<file path="src/rtl/mem_port_arbiter_if.sv">
// Requester-side bus of mem_port_arbiter: two request channels (A, B) and the shared read return.
interface mem_port_arbiter_if #(
  parameter int WIDTH = 16,
  parameter int PSIZE = 4
);
  logic             a_req;
  logic             a_we;
  logic [PSIZE-1:0] a_addr;
  logic [WIDTH-1:0] a_wdata;
  logic             a_gnt;
  logic             a_rvalid;

  logic             b_req;
  logic             b_we;
  logic [PSIZE-1:0] b_addr;
  logic [WIDTH-1:0] b_wdata;
  logic             b_gnt;
  logic             b_rvalid;

  logic [WIDTH-1:0] rdata;

  modport master (
    output a_req, a_we, a_addr, a_wdata,
    output b_req, b_we, b_addr, b_wdata,
    input  a_gnt, a_rvalid, b_gnt, b_rvalid, rdata
  );

  modport slave (
    input  a_req, a_we, a_addr, a_wdata,
    input  b_req, b_we, b_addr, b_wdata,
    output a_gnt, a_rvalid, b_gnt, b_rvalid, rdata
  );
endinterface

</file>
<file path="src/rtl/mem_port_arbiter.sv">
// Round-robin two-requester arbiter in front of a single-port register memory.
// Optional post-reset/on-demand zero sweep enabled by defining MEM_ARB_CLEAR_EN.
module mem_port_arbiter #(
  parameter int WIDTH = 16,
  parameter int PSIZE = 4,
  parameter int DEPTH = 2**PSIZE
) (
  input  logic             clk,
  input  logic             rst_n,
  mem_port_arbiter_if.slave bus,
  output logic             mem_wr,
  output logic             mem_rd,
  output logic [PSIZE-1:0] mem_wr_addr,
  output logic [PSIZE-1:0] mem_rd_addr,
  output logic [WIDTH-1:0] mem_wdata,
  input  logic [WIDTH-1:0] mem_rdata,
  input  logic             clear_req,
  output logic             busy
);

  localparam int HW = WIDTH / 2;
  localparam logic [PSIZE-1:0] HALF_ADDR = PSIZE'(DEPTH / 2);

  typedef enum logic {ST_ARB = 1'b0, ST_CLEAR = 1'b1} state_t;

`ifdef MEM_ARB_CLEAR_EN
  localparam state_t RESET_STATE = ST_CLEAR;
  localparam logic [PSIZE-1:0] LAST_ADDR = PSIZE'(DEPTH - 1);
`else
  localparam state_t RESET_STATE = ST_ARB;
`endif

  state_t           state_reg, state_next;
  logic             last_b_reg;
  logic             a_gnt_c, b_gnt_c, clearing, grant;
  logic [PSIZE-1:0] clr_addr;

  logic             sel_b, sel_we, sel_upper;
  logic [PSIZE-1:0] sel_addr;
  logic [WIDTH-1:0] sel_wdata, sel_wdata_swapped;

  logic             mem_wr_reg, mem_rd_reg, rd_tag_reg;
  logic [PSIZE-1:0] mem_wr_addr_reg, mem_rd_addr_reg;
  logic [WIDTH-1:0] mem_wdata_reg;
  logic             a_rvalid_reg, b_rvalid_reg;

  always_ff @(posedge clk or negedge rst_n) begin
    if (!rst_n) state_reg <= RESET_STATE;
    else        state_reg <= state_next;
  end

  always_comb begin
    state_next = state_reg;
`ifdef MEM_ARB_CLEAR_EN
    case (state_reg)
      ST_ARB:   if (clear_req) state_next = ST_CLEAR;
      ST_CLEAR: if (clr_addr == LAST_ADDR) state_next = ST_ARB;
      default:  state_next = ST_ARB;
    endcase
`else
    state_next = ST_ARB;
`endif
  end

  // Ties go to whichever requester did not win last; grants are suppressed while sweeping.
  always_comb begin
    clearing = 1'b0;
    a_gnt_c  = 1'b0;
    b_gnt_c  = 1'b0;
    case (state_reg)
      ST_CLEAR: clearing = 1'b1;
      default: begin
        a_gnt_c = bus.a_req & (~bus.b_req | last_b_reg);
        b_gnt_c = bus.b_req & ~a_gnt_c;
      end
    endcase
  end

`ifdef MEM_ARB_CLEAR_EN
  logic [PSIZE-1:0] clr_cnt_reg;

  always_ff @(posedge clk or negedge rst_n) begin
    if (!rst_n)                   clr_cnt_reg <= '0;
    else if (state_reg == ST_CLEAR) clr_cnt_reg <= clr_cnt_reg + 1'b1;
    else                          clr_cnt_reg <= '0;
  end

  assign clr_addr = clr_cnt_reg;
`else
  logic unused_clear_req;

  assign unused_clear_req = clear_req;
  assign clr_addr         = '0;
`endif

  assign grant = a_gnt_c | b_gnt_c;

  always_ff @(posedge clk or negedge rst_n) begin
    if (!rst_n)     last_b_reg <= 1'b1;
    else if (grant) last_b_reg <= b_gnt_c;
  end

  assign sel_b     = b_gnt_c;
  assign sel_we    = sel_b ? bus.b_we    : bus.a_we;
  assign sel_addr  = sel_b ? bus.b_addr  : bus.a_addr;
  assign sel_wdata = sel_b ? bus.b_wdata : bus.a_wdata;
  assign sel_upper = (sel_addr >= HALF_ADDR);
  // The memory swaps halves of upper-half words; swapping here makes the round trip flat.
  assign sel_wdata_swapped = {sel_wdata[HW-1:0], sel_wdata[WIDTH-1:HW]};

  always_ff @(posedge clk or negedge rst_n) begin
    if (!rst_n) begin
      mem_wr_reg      <= 1'b0;
      mem_rd_reg      <= 1'b0;
      mem_wr_addr_reg <= '0;
      mem_rd_addr_reg <= '0;
      mem_wdata_reg   <= '0;
      rd_tag_reg      <= 1'b0;
      a_rvalid_reg    <= 1'b0;
      b_rvalid_reg    <= 1'b0;
    end else begin
      mem_wr_reg <= 1'b0;
      mem_rd_reg <= 1'b0;
      if (clearing) begin
        mem_wr_reg      <= 1'b1;
        mem_wr_addr_reg <= clr_addr;
        mem_wdata_reg   <= '0;
      end else if (grant) begin
        if (sel_we) begin
          mem_wr_reg      <= 1'b1;
          mem_wr_addr_reg <= sel_addr;
          mem_wdata_reg   <= sel_upper ? sel_wdata_swapped : sel_wdata;
        end else begin
          mem_rd_reg      <= 1'b1;
          mem_rd_addr_reg <= sel_addr;
          rd_tag_reg      <= sel_b;
        end
      end
      // Memory output is registered, so read data appears one cycle after mem_rd.
      a_rvalid_reg <= mem_rd_reg & ~rd_tag_reg;
      b_rvalid_reg <= mem_rd_reg & rd_tag_reg;
    end
  end

  assign bus.a_gnt    = a_gnt_c;
  assign bus.b_gnt    = b_gnt_c;
  assign bus.a_rvalid = a_rvalid_reg;
  assign bus.b_rvalid = b_rvalid_reg;
  assign bus.rdata    = mem_rdata;
  assign mem_wr       = mem_wr_reg;
  assign mem_rd       = mem_rd_reg;
  assign mem_wr_addr  = mem_wr_addr_reg;
  assign mem_rd_addr  = mem_rd_addr_reg;
  assign mem_wdata    = mem_wdata_reg;
  assign busy         = clearing;

endmodule

</file>
<file path="src/flat_wrapper.sv">
// flat-port wrapper written by rule: the top's interface ports become plain ports
module mem_port_arbiter_flat 
#(
  parameter int WIDTH = 16,
  parameter int PSIZE = 4,
  parameter int DEPTH = 2**PSIZE
)
  (clk, rst_n, mem_wr, mem_rd, mem_wr_addr, mem_rd_addr, mem_wdata, mem_rdata, clear_req, busy, bus_a_req, bus_a_we, bus_a_addr, bus_a_wdata, bus_b_req, bus_b_we, bus_b_addr, bus_b_wdata, bus_a_gnt, bus_a_rvalid, bus_b_gnt, bus_b_rvalid, bus_rdata);
  mem_port_arbiter_if #(.WIDTH(WIDTH), .PSIZE(PSIZE)) bus_i ();
  input  logic clk;
  input  logic rst_n;
  output logic mem_wr;
  output logic mem_rd;
  output logic [PSIZE-1:0] mem_wr_addr;
  output logic [PSIZE-1:0] mem_rd_addr;
  output logic [WIDTH-1:0] mem_wdata;
  input  logic [WIDTH-1:0] mem_rdata;
  input  logic clear_req;
  output logic busy;
  input wire logic [$bits(bus_i.a_req)-1:0] bus_a_req;
  input wire logic [$bits(bus_i.a_we)-1:0] bus_a_we;
  input wire logic [$bits(bus_i.a_addr)-1:0] bus_a_addr;
  input wire logic [$bits(bus_i.a_wdata)-1:0] bus_a_wdata;
  input wire logic [$bits(bus_i.b_req)-1:0] bus_b_req;
  input wire logic [$bits(bus_i.b_we)-1:0] bus_b_we;
  input wire logic [$bits(bus_i.b_addr)-1:0] bus_b_addr;
  input wire logic [$bits(bus_i.b_wdata)-1:0] bus_b_wdata;
  output wire logic [$bits(bus_i.a_gnt)-1:0] bus_a_gnt;
  output wire logic [$bits(bus_i.a_rvalid)-1:0] bus_a_rvalid;
  output wire logic [$bits(bus_i.b_gnt)-1:0] bus_b_gnt;
  output wire logic [$bits(bus_i.b_rvalid)-1:0] bus_b_rvalid;
  output wire logic [$bits(bus_i.rdata)-1:0] bus_rdata;
  assign bus_i.a_req = bus_a_req;
  assign bus_i.a_we = bus_a_we;
  assign bus_i.a_addr = bus_a_addr;
  assign bus_i.a_wdata = bus_a_wdata;
  assign bus_i.b_req = bus_b_req;
  assign bus_i.b_we = bus_b_we;
  assign bus_i.b_addr = bus_b_addr;
  assign bus_i.b_wdata = bus_b_wdata;
  assign bus_a_gnt = bus_i.a_gnt;
  assign bus_a_rvalid = bus_i.a_rvalid;
  assign bus_b_gnt = bus_i.b_gnt;
  assign bus_b_rvalid = bus_i.b_rvalid;
  assign bus_rdata = bus_i.rdata;
  mem_port_arbiter #(.WIDTH(WIDTH), .PSIZE(PSIZE), .DEPTH(DEPTH)) u_core (.clk(clk), .rst_n(rst_n), .bus(bus_i), .mem_wr(mem_wr), .mem_rd(mem_rd), .mem_wr_addr(mem_wr_addr), .mem_rd_addr(mem_rd_addr), .mem_wdata(mem_wdata), .mem_rdata(mem_rdata), .clear_req(clear_req), .busy(busy));
endmodule
</file>
<file path="config.mk">
export PLATFORM = sky130hd
export DESIGN_NAME = mem_port_arbiter_flat
export DESIGN_NICKNAME = d
export VERILOG_FILES = /design/src/rtl/mem_port_arbiter_if.sv /design/src/rtl/mem_port_arbiter.sv /design/src/flat_wrapper.sv
export SDC_FILE = /design/constraint.sdc
export NUM_CORES = 1
export LEC_CHECK = 0
export CORE_MARGIN = 2
export CORE_UTILIZATION = 30
export DETAILED_ROUTE_END_ITERATION = 8
export PLACE_DENSITY_LB_ADDON = 0.3
export SYNTH_ARGS = -nofsm -noshare
export SYNTH_HDL_FRONTEND = slang
export SYNTH_SLANG_ARGS = --single-unit
</file>
<file path="constraint.sdc">
create_clock -name clk -period 1.9 [get_ports clk]
set_clock_uncertainty 0.15 [all_clocks]
set_input_delay 0.38 -clock clk [delete_from_list [all_inputs] [get_ports clk]]
set_output_delay 0.38 -clock clk [all_outputs]
set_load 0.02 [all_outputs]
</file>
==> results.txt <==
----------------------------------------------------
[Yosys]
  Cell area after synthesis ... between 1500 and 2000 sq um
  Yosys warning count ... 0
  Portion of the post-synthesis area used by sequential elements ... slightly below 40%
  Syn nets ... ~220
  Number of library cell types mapped by synthesis ... 21
  Synthesized netlist cell count ... between 150 and 200
  FF+latch count, synth ... 30
  Syn_area_per_cell ... about 12 sq um

[Cells and area]
  Non-filler cells, final ... around 300
  Multi-input gate area in the final layout ... ~950 sq um
  Reg area ... between 700 and 800 sq um
  Fraction of layout instances using a drive strength above 1 ... between 15 and 20%
  Area growth from synthesis to layout ... 47.4%
  Filler Cell Count ... between 500 and 600
  Final Util ... between 40% and 50%
  Post-Layout Inst Area ... ~2800 sq um
  Number of diodes added for antenna fixing ... 0
  Number of flip-flops in the largest register ... 16
  Top library cells by usage in the layout, fill and taps aside ... sky130_fd_sc_hd__clkdlybuf4s50_1, sky130_fd_sc_hd__mux2i_1, sky130_fd_sc_hd__dfrtp_1
  Final net count ... slightly below 300
  Commonest non-fill, non-tap cell in the layout ... sky130_fd_sc_hd__clkdlybuf4s50_1

[Global route]
  Wire length of the first global-routing pass ... 7310 microns
  Aggregate global routing overflow ... 0
  Vias in the first global route ... between 1000 and 1500
  Maximum number of pins on one net before global-route repair ... 31
  Global-route total usage across every layer ... 13.0%
  Number of antenna violations at the first check in global routing ... 0

[Floorplanning]
  DIE HEIGHT ... 84.2 microns
  Effective utilization at floorplan ... ~30%
  Core footprint ... between 6000 and 7000 sq um
  Io pins ... 110
  Total number of placement rows ... 29
  Die Outline Area ... ~7100 sq um
  Width of the die ... between 80 and 90 microns

[Power]
  Leakage power summed over all cells ... around 1.4 nW
  Switching share of total power ... between 30% and 40%
  Sequential share of power ... 36.5%
  Part of the power in combinational logic ... 43.1%
  Internal power ... roughly 1.6 mW
  Fraction of power consumed by the clock network ... between 20 and 25%
  Power Density ... about 840 nW/um^2
  Worst VDD drop ... a little over 0.4 mV
  Post-layout total power ... around 2.4 mW
  Sw Pwr ... between 700 and 800 uW

[Route]
  Iteration-0 DRC Markers ... 16
  Detailed-route wire length per cell ... approximately 15 microns
  # DRC ... 0
  Number of nets with antenna violations after routing ... 0
  Total wire length after detailed routing ... around 4700 microns
  Via density per instance ... 4.50
  Number of vias after detailed routing ... 1378
  Initial DRT Pass Iterations ... 2

[CTS]
  Source-to-sink clock delay at the later pin of the worst-skew pair ... ~0.27 ns
  Number of hold-repair buffers added at the cts stage ... 0
  Clock tree from TritonCTS ... built
  Clock slew seen by the registers of the worst setup and hold paths ... around 0.07 ns
  CTS root buf ... sky130_fd_sc_hd__clkbuf_8
  CTS H-Tree Depth ... 2
  Number of sinks driven by the clock tree ... 30
  Buffers from clock root to sink, at most ... 2
  Number of clock buffers inserted by TritonCTS ... 5

[Timing]
  Worst Hold Margin ... approximately 0.31 ns
  Hold Fails Final Rpt ... 0
  Setup-violating endpoint count in the final report ... 0
  Final cycle utilization of the critical path ... a little over nine tenths
  Highest attainable clock frequency ... approximately 550 MHz
  Worst setup margin ... ~0.075 ns
  Number of pins with negative max-slew slack in the final report ... 0
  Total Neg Setup Slack ... 0 ns
  Unrepaired setup endpoints after global routing ... no
  Period minus WS final ... between 1.5 and 2 ns

[Place]
  Worst slack at placement ... -0.391 ns
  Detailed placer's ending HPWL ... 3470 microns
  Dpl cells ... about 300
  Number of I/O port buffers ... 75
  Total placed instance area ... 2720 sq um
  Weighted congestion at the end of routability-driven global placement ... approximately 0.77

[Min path]
  Path category of the worst min-delay check ... input port to async pin

[Job]
  Number of maximum-capacitance constraint violations ... 0

[Outcome]
  Result of the run ... finished clean

[Worst setup path]
  Sort of element at the start of the critical path ... flop
  Worst Path Max Fanout ... 5
  Type of the worst setup path ... flop to flop
  Crit end category ... flop
  Data arrival time of the critical path ... about 1.8 ns
  Worst Path Required ... between 1.5 and 2 ns

----------------------------------------------------
==> cell type report <==
type	count	share of cell area, %
Tap cell	77	3.39
Inverter	11	1.45
Sequential cell	30	26.4
Clock inverter	2	0.352
Clock buffer	6	2.55
Multi-Input combinational cell	89	33.2
Timing Repair Buffer	91	32.6
==> path summary, 6_finish.rpt <==
path	startpoint	to	slack [ns]	cells past startpoint
setup reg to reg	u_core.last_b_reg	u_core.mem_wdata[5]	0.08	5
hold / removal	rst_n	u_core.mem_rd_addr[0]	0.31	2
hold reg to reg	u_core.rd_tag_reg	u_core.bus.a_rvalid	0.33	1
max in group asynchronous	rst_n	u_core.last_b_reg	1.05	2
setup / recovery	u_core.last_b_reg	u_core.mem_wdata[5]	0.08	5
min in group clk	u_core.rd_tag_reg	u_core.bus.a_rvalid	0.33	1
==> cells by family after synthesis <==
logic type	share of synthesized area (%)
DFF	39.0
buffers and inverters	12.6
AOI/OAI and AO/OA	3.11
and+or+nand+nor	1.75
muxes	43.4
other	0.194
==> timing repair <==
| action | CTS | global route |
|---|---|---|
| pin swaps | 0 | 1 |
| setup endpoints to repair | 24 | 19 |
| resized for setup | 9 | 2 |
| buffers inserted | 1 | 0 |
| cloned | 0 | 2 |
==> Yosys cell counts <==
| library cell | number | area [sq um] |
|---|---|---|
| sky130_fd_sc_hd__a21boi_4 | 1 | 18.8 |
| sky130_fd_sc_hd__a21oi_1 | 2 | 10.0 |
| sky130_fd_sc_hd__a32o_1 | 1 | 10.0 |
| sky130_fd_sc_hd__a32oi_2 | 1 | 16.3 |
| sky130_fd_sc_hd__and2_1 | 1 | 6.26 |
| sky130_fd_sc_hd__and2_2 | 1 | 7.51 |
| sky130_fd_sc_hd__buf_2 | 3 | 15.0 |
| sky130_fd_sc_hd__buf_4 | 19 | 143 |
| sky130_fd_sc_hd__buf_6 | 4 | 45.0 |
| sky130_fd_sc_hd__conb_1 | 1 | 3.75 |
| sky130_fd_sc_hd__dfrtp_1 | 29 | 726 |
| sky130_fd_sc_hd__dfstp_2 | 1 | 26.3 |
| sky130_fd_sc_hd__inv_1 | 11 | 41.3 |
| sky130_fd_sc_hd__mux2_2 | 1 | 11.3 |
| sky130_fd_sc_hd__mux2_4 | 15 | 225 |
| sky130_fd_sc_hd__mux2i_1 | 60 | 601 |
| sky130_fd_sc_hd__nand2_1 | 1 | 3.75 |
| sky130_fd_sc_hd__nand2b_1 | 1 | 6.26 |
| sky130_fd_sc_hd__nor2_1 | 1 | 3.75 |
| sky130_fd_sc_hd__nor2b_1 | 1 | 6.26 |
| sky130_fd_sc_hd__o21ai_0 | 1 | 5.00 |
==> routing by layer <==
metal / up-vias / track usage, % / wire [microns] / share of wire, %
li1: 665 / - / - / -
met1: 646 / 16.2 / 2040 / 43
met2: 51 / 20.6 / 2220 / 47
met3: 16 / 4.52 / 341 / 7.2
met4: 0 / 5.57 / 108 / 2.3
met5: - / 0 / 0 / 0
==> power groups by stage <==
stage	Sequential (mW)	Clock (mW)	Combinational, mW
floorplan	1.04	0	0.409
global placement	0.882	0	1.01
detailed placement	0.880	0	1.02
CTS	0.873	0.511	1.03
global route	0.889	0.544	1.09
finish	0.872	0.487	1.03
==> worst max-delay path, cell delays in order (launching register included) <==
cell                        delay, ns
sky130_fd_sc_hd__dfstp_2         0.54
sky130_fd_sc_hd__buf_6           0.11
sky130_fd_sc_hd__a21boi_4        0.06
sky130_fd_sc_hd__a32oi_4         0.32
sky130_fd_sc_hd__clkbuf_16       0.23
sky130_fd_sc_hd__mux2_4          0.29
No activity file was read; power rests on OpenSTA's default activity.
==> RTL edit: new RTL, same settings <==
`WIDTH` is set to 16 in 3 places; all go to 32.
--- a/src/rtl/mem_port_arbiter_if.sv
+++ b/src/rtl/mem_port_arbiter_if.sv
@@ -1,6 +1,6 @@
 // Requester-side bus of mem_port_arbiter: two request channels (A, B) and the shared read return.
 interface mem_port_arbiter_if #(
-  parameter int WIDTH = 16,
+  parameter int WIDTH = 32,
   parameter int PSIZE = 4
 );
   logic             a_req;
--- a/src/rtl/mem_port_arbiter.sv
+++ b/src/rtl/mem_port_arbiter.sv
@@ -1,7 +1,7 @@
 // Round-robin two-requester arbiter in front of a single-port register memory.
 // Optional post-reset/on-demand zero sweep enabled by defining MEM_ARB_CLEAR_EN.
 module mem_port_arbiter #(
-  parameter int WIDTH = 16,
+  parameter int WIDTH = 32,
   parameter int PSIZE = 4,
   parameter int DEPTH = 2**PSIZE
 ) (
--- a/src/flat_wrapper.sv
+++ b/src/flat_wrapper.sv
@@ -1,7 +1,7 @@
 // flat-port wrapper written by rule: the top's interface ports become plain ports
 module mem_port_arbiter_flat 
 #(
-  parameter int WIDTH = 16,
+  parameter int WIDTH = 32,
   parameter int PSIZE = 4,
   parameter int DEPTH = 2**PSIZE
 )
Interface: changed (5 resized); port bits go from 110 to 190. No check against the original RTL was run, so the function may have changed too.
==> RTL edit against the unedited design <==
Sequential share of layout area decreased by 1.4 points; combinational power increased by 66%; global-route usage about the same; via count increased by 66%; total power increased by 52%; sequential cell count increased by 16; design area increased by 62%; wire length increased by 65%; synthesized cell count increased by 67%; core utilization decreased by 0.69 points; area after synthesis increased by 65%; worst setup slack got worse by 0.026 ns.
==> RTL edit: results (changes against the unedited design) <==
| Metric | Value |
|---|---|
| Leakage | `2.20 nW (+62%)` |
| DP Worst Slack | `-0.387 ns (+0.00390 ns)` |
| CP Data Arrival Time | `1.32 ns (-0.51 ns)` |
| Min-Delay Path Class | `input pin to flop` |
| Gpl congestion | `0.661 (-14%)` |
| VDD IR max | `0.309 mV (-24%)` |
| Outcome | `completed` |
| Post-Synth Adder-Cell Area | `0 (unchanged)` |
| Most common library cells after synthesis | `mux2i_1 (108), dfrtp_1 (45), buf_4 (35)` |
| Syn nets | `372 (+70%)` |
| Post-CTS Hold Fix Bufs | `1 (+1)` |
| GRT Overall Usage | `0.131 (+0.000430)` |
| Post-CTS setup buffer count | `5 (+4)` |
| Iter 0 DRT Violations | `27 (+11)` |
| Fill count | `989 (+65%)` |
| Critical path's largest stage delay | `0.57 ns (+0.03 ns)` |
| Mapped Cells | `261 (+67%)` |
| Met2 Track Usage GR | `0.219 (+0.0132)` |
| Clock Pin Slew Worst Setup and Hold Paths | `0.09 ns (+0.02 ns)` |
| Fraction of layout cells with a size suffix above 1 | `0.197 (+0.000215)` |
| Post-synthesis compound-gate area fraction | `0.0161 (-0.0150)` |
| Global Route met3 Usage | `0.0316 (-0.0136)` |
| Critical Path Fanout Max | `3 (-2)` |
| Top sig layer | `met4` |
| WL met2 | `3.87 mm (+74%)` |
| Via-to-Cell Ratio | `4.55 (+1.1%)` |
| Top post-synthesis cells by area | `dfrtp_1 (35%), mux2i_1 (34%), mux2_4 (12%)` |
| Largest net degree at the start of global routing | `47 (+52%)` |
| DR vias | `2285 (+66%)` |
| Placed Instances | `485 (+64%)` |
| Worst-case clock buffer depth | `2 (unchanged)` |
| First-pass GRT wire length | `11.6 mm (+59%)` |
| Clk_lat worst skew | `0.29 ns (+0.02 ns)` |
| Global Route met1 Usage | `0.168 (+0.00576)` |
| Max reg flops | `32 (+16)` |
| Post_cts resized | `8 (-1)` |
| WL/cell | `15.5 µm (+0.80%)` |
| Hpwl dp | `5.36 mm (+54%)` |
| Synthesis warning total | `0 (unchanged)` |
| Met3 WL | `481 µm (+41%)` |
| # port buffers | `123 (+64%)` |
| Placed instance area | `4390 µm² (+61%)` |
## RTL edit: power breakdown
group	internal (mW)	leakage (nW)	switching, mW	total [mW]
clock network	0.248	0.0438	0.334	0.582
logic	0.986	1.61	0.725	1.71
registers	1.21	0.540	0.138	1.35
## RTL edit: worst paths after layout
check,from,end,slack (ns),cells after the start
min,bus_a_req,u_core.last_b_reg,0.25,2
max,u_core.last_b_reg,bus_b_gnt,0.05,4
min in group asynchronous,rst_n,u_core.mem_wr,0.44,3
min reg2reg,u_core.rd_tag_reg,u_core.bus.a_rvalid,0.34,1
max reg2reg,u_core.last_b_reg,u_core.mem_wdata[2],0.09,5
max in group asynchronous,rst_n,u_core.last_b_reg,0.88,3
## RTL edit: area by class of cell
cell class	instances	area share
clock inverters	2	0.00217
flip-flops and latches	46	0.250
multi-input cells	153	0.356
inverters	13	0.0106
clock buffers	5	0.0149
repair buffers	147	0.329
well taps	136	0.0369
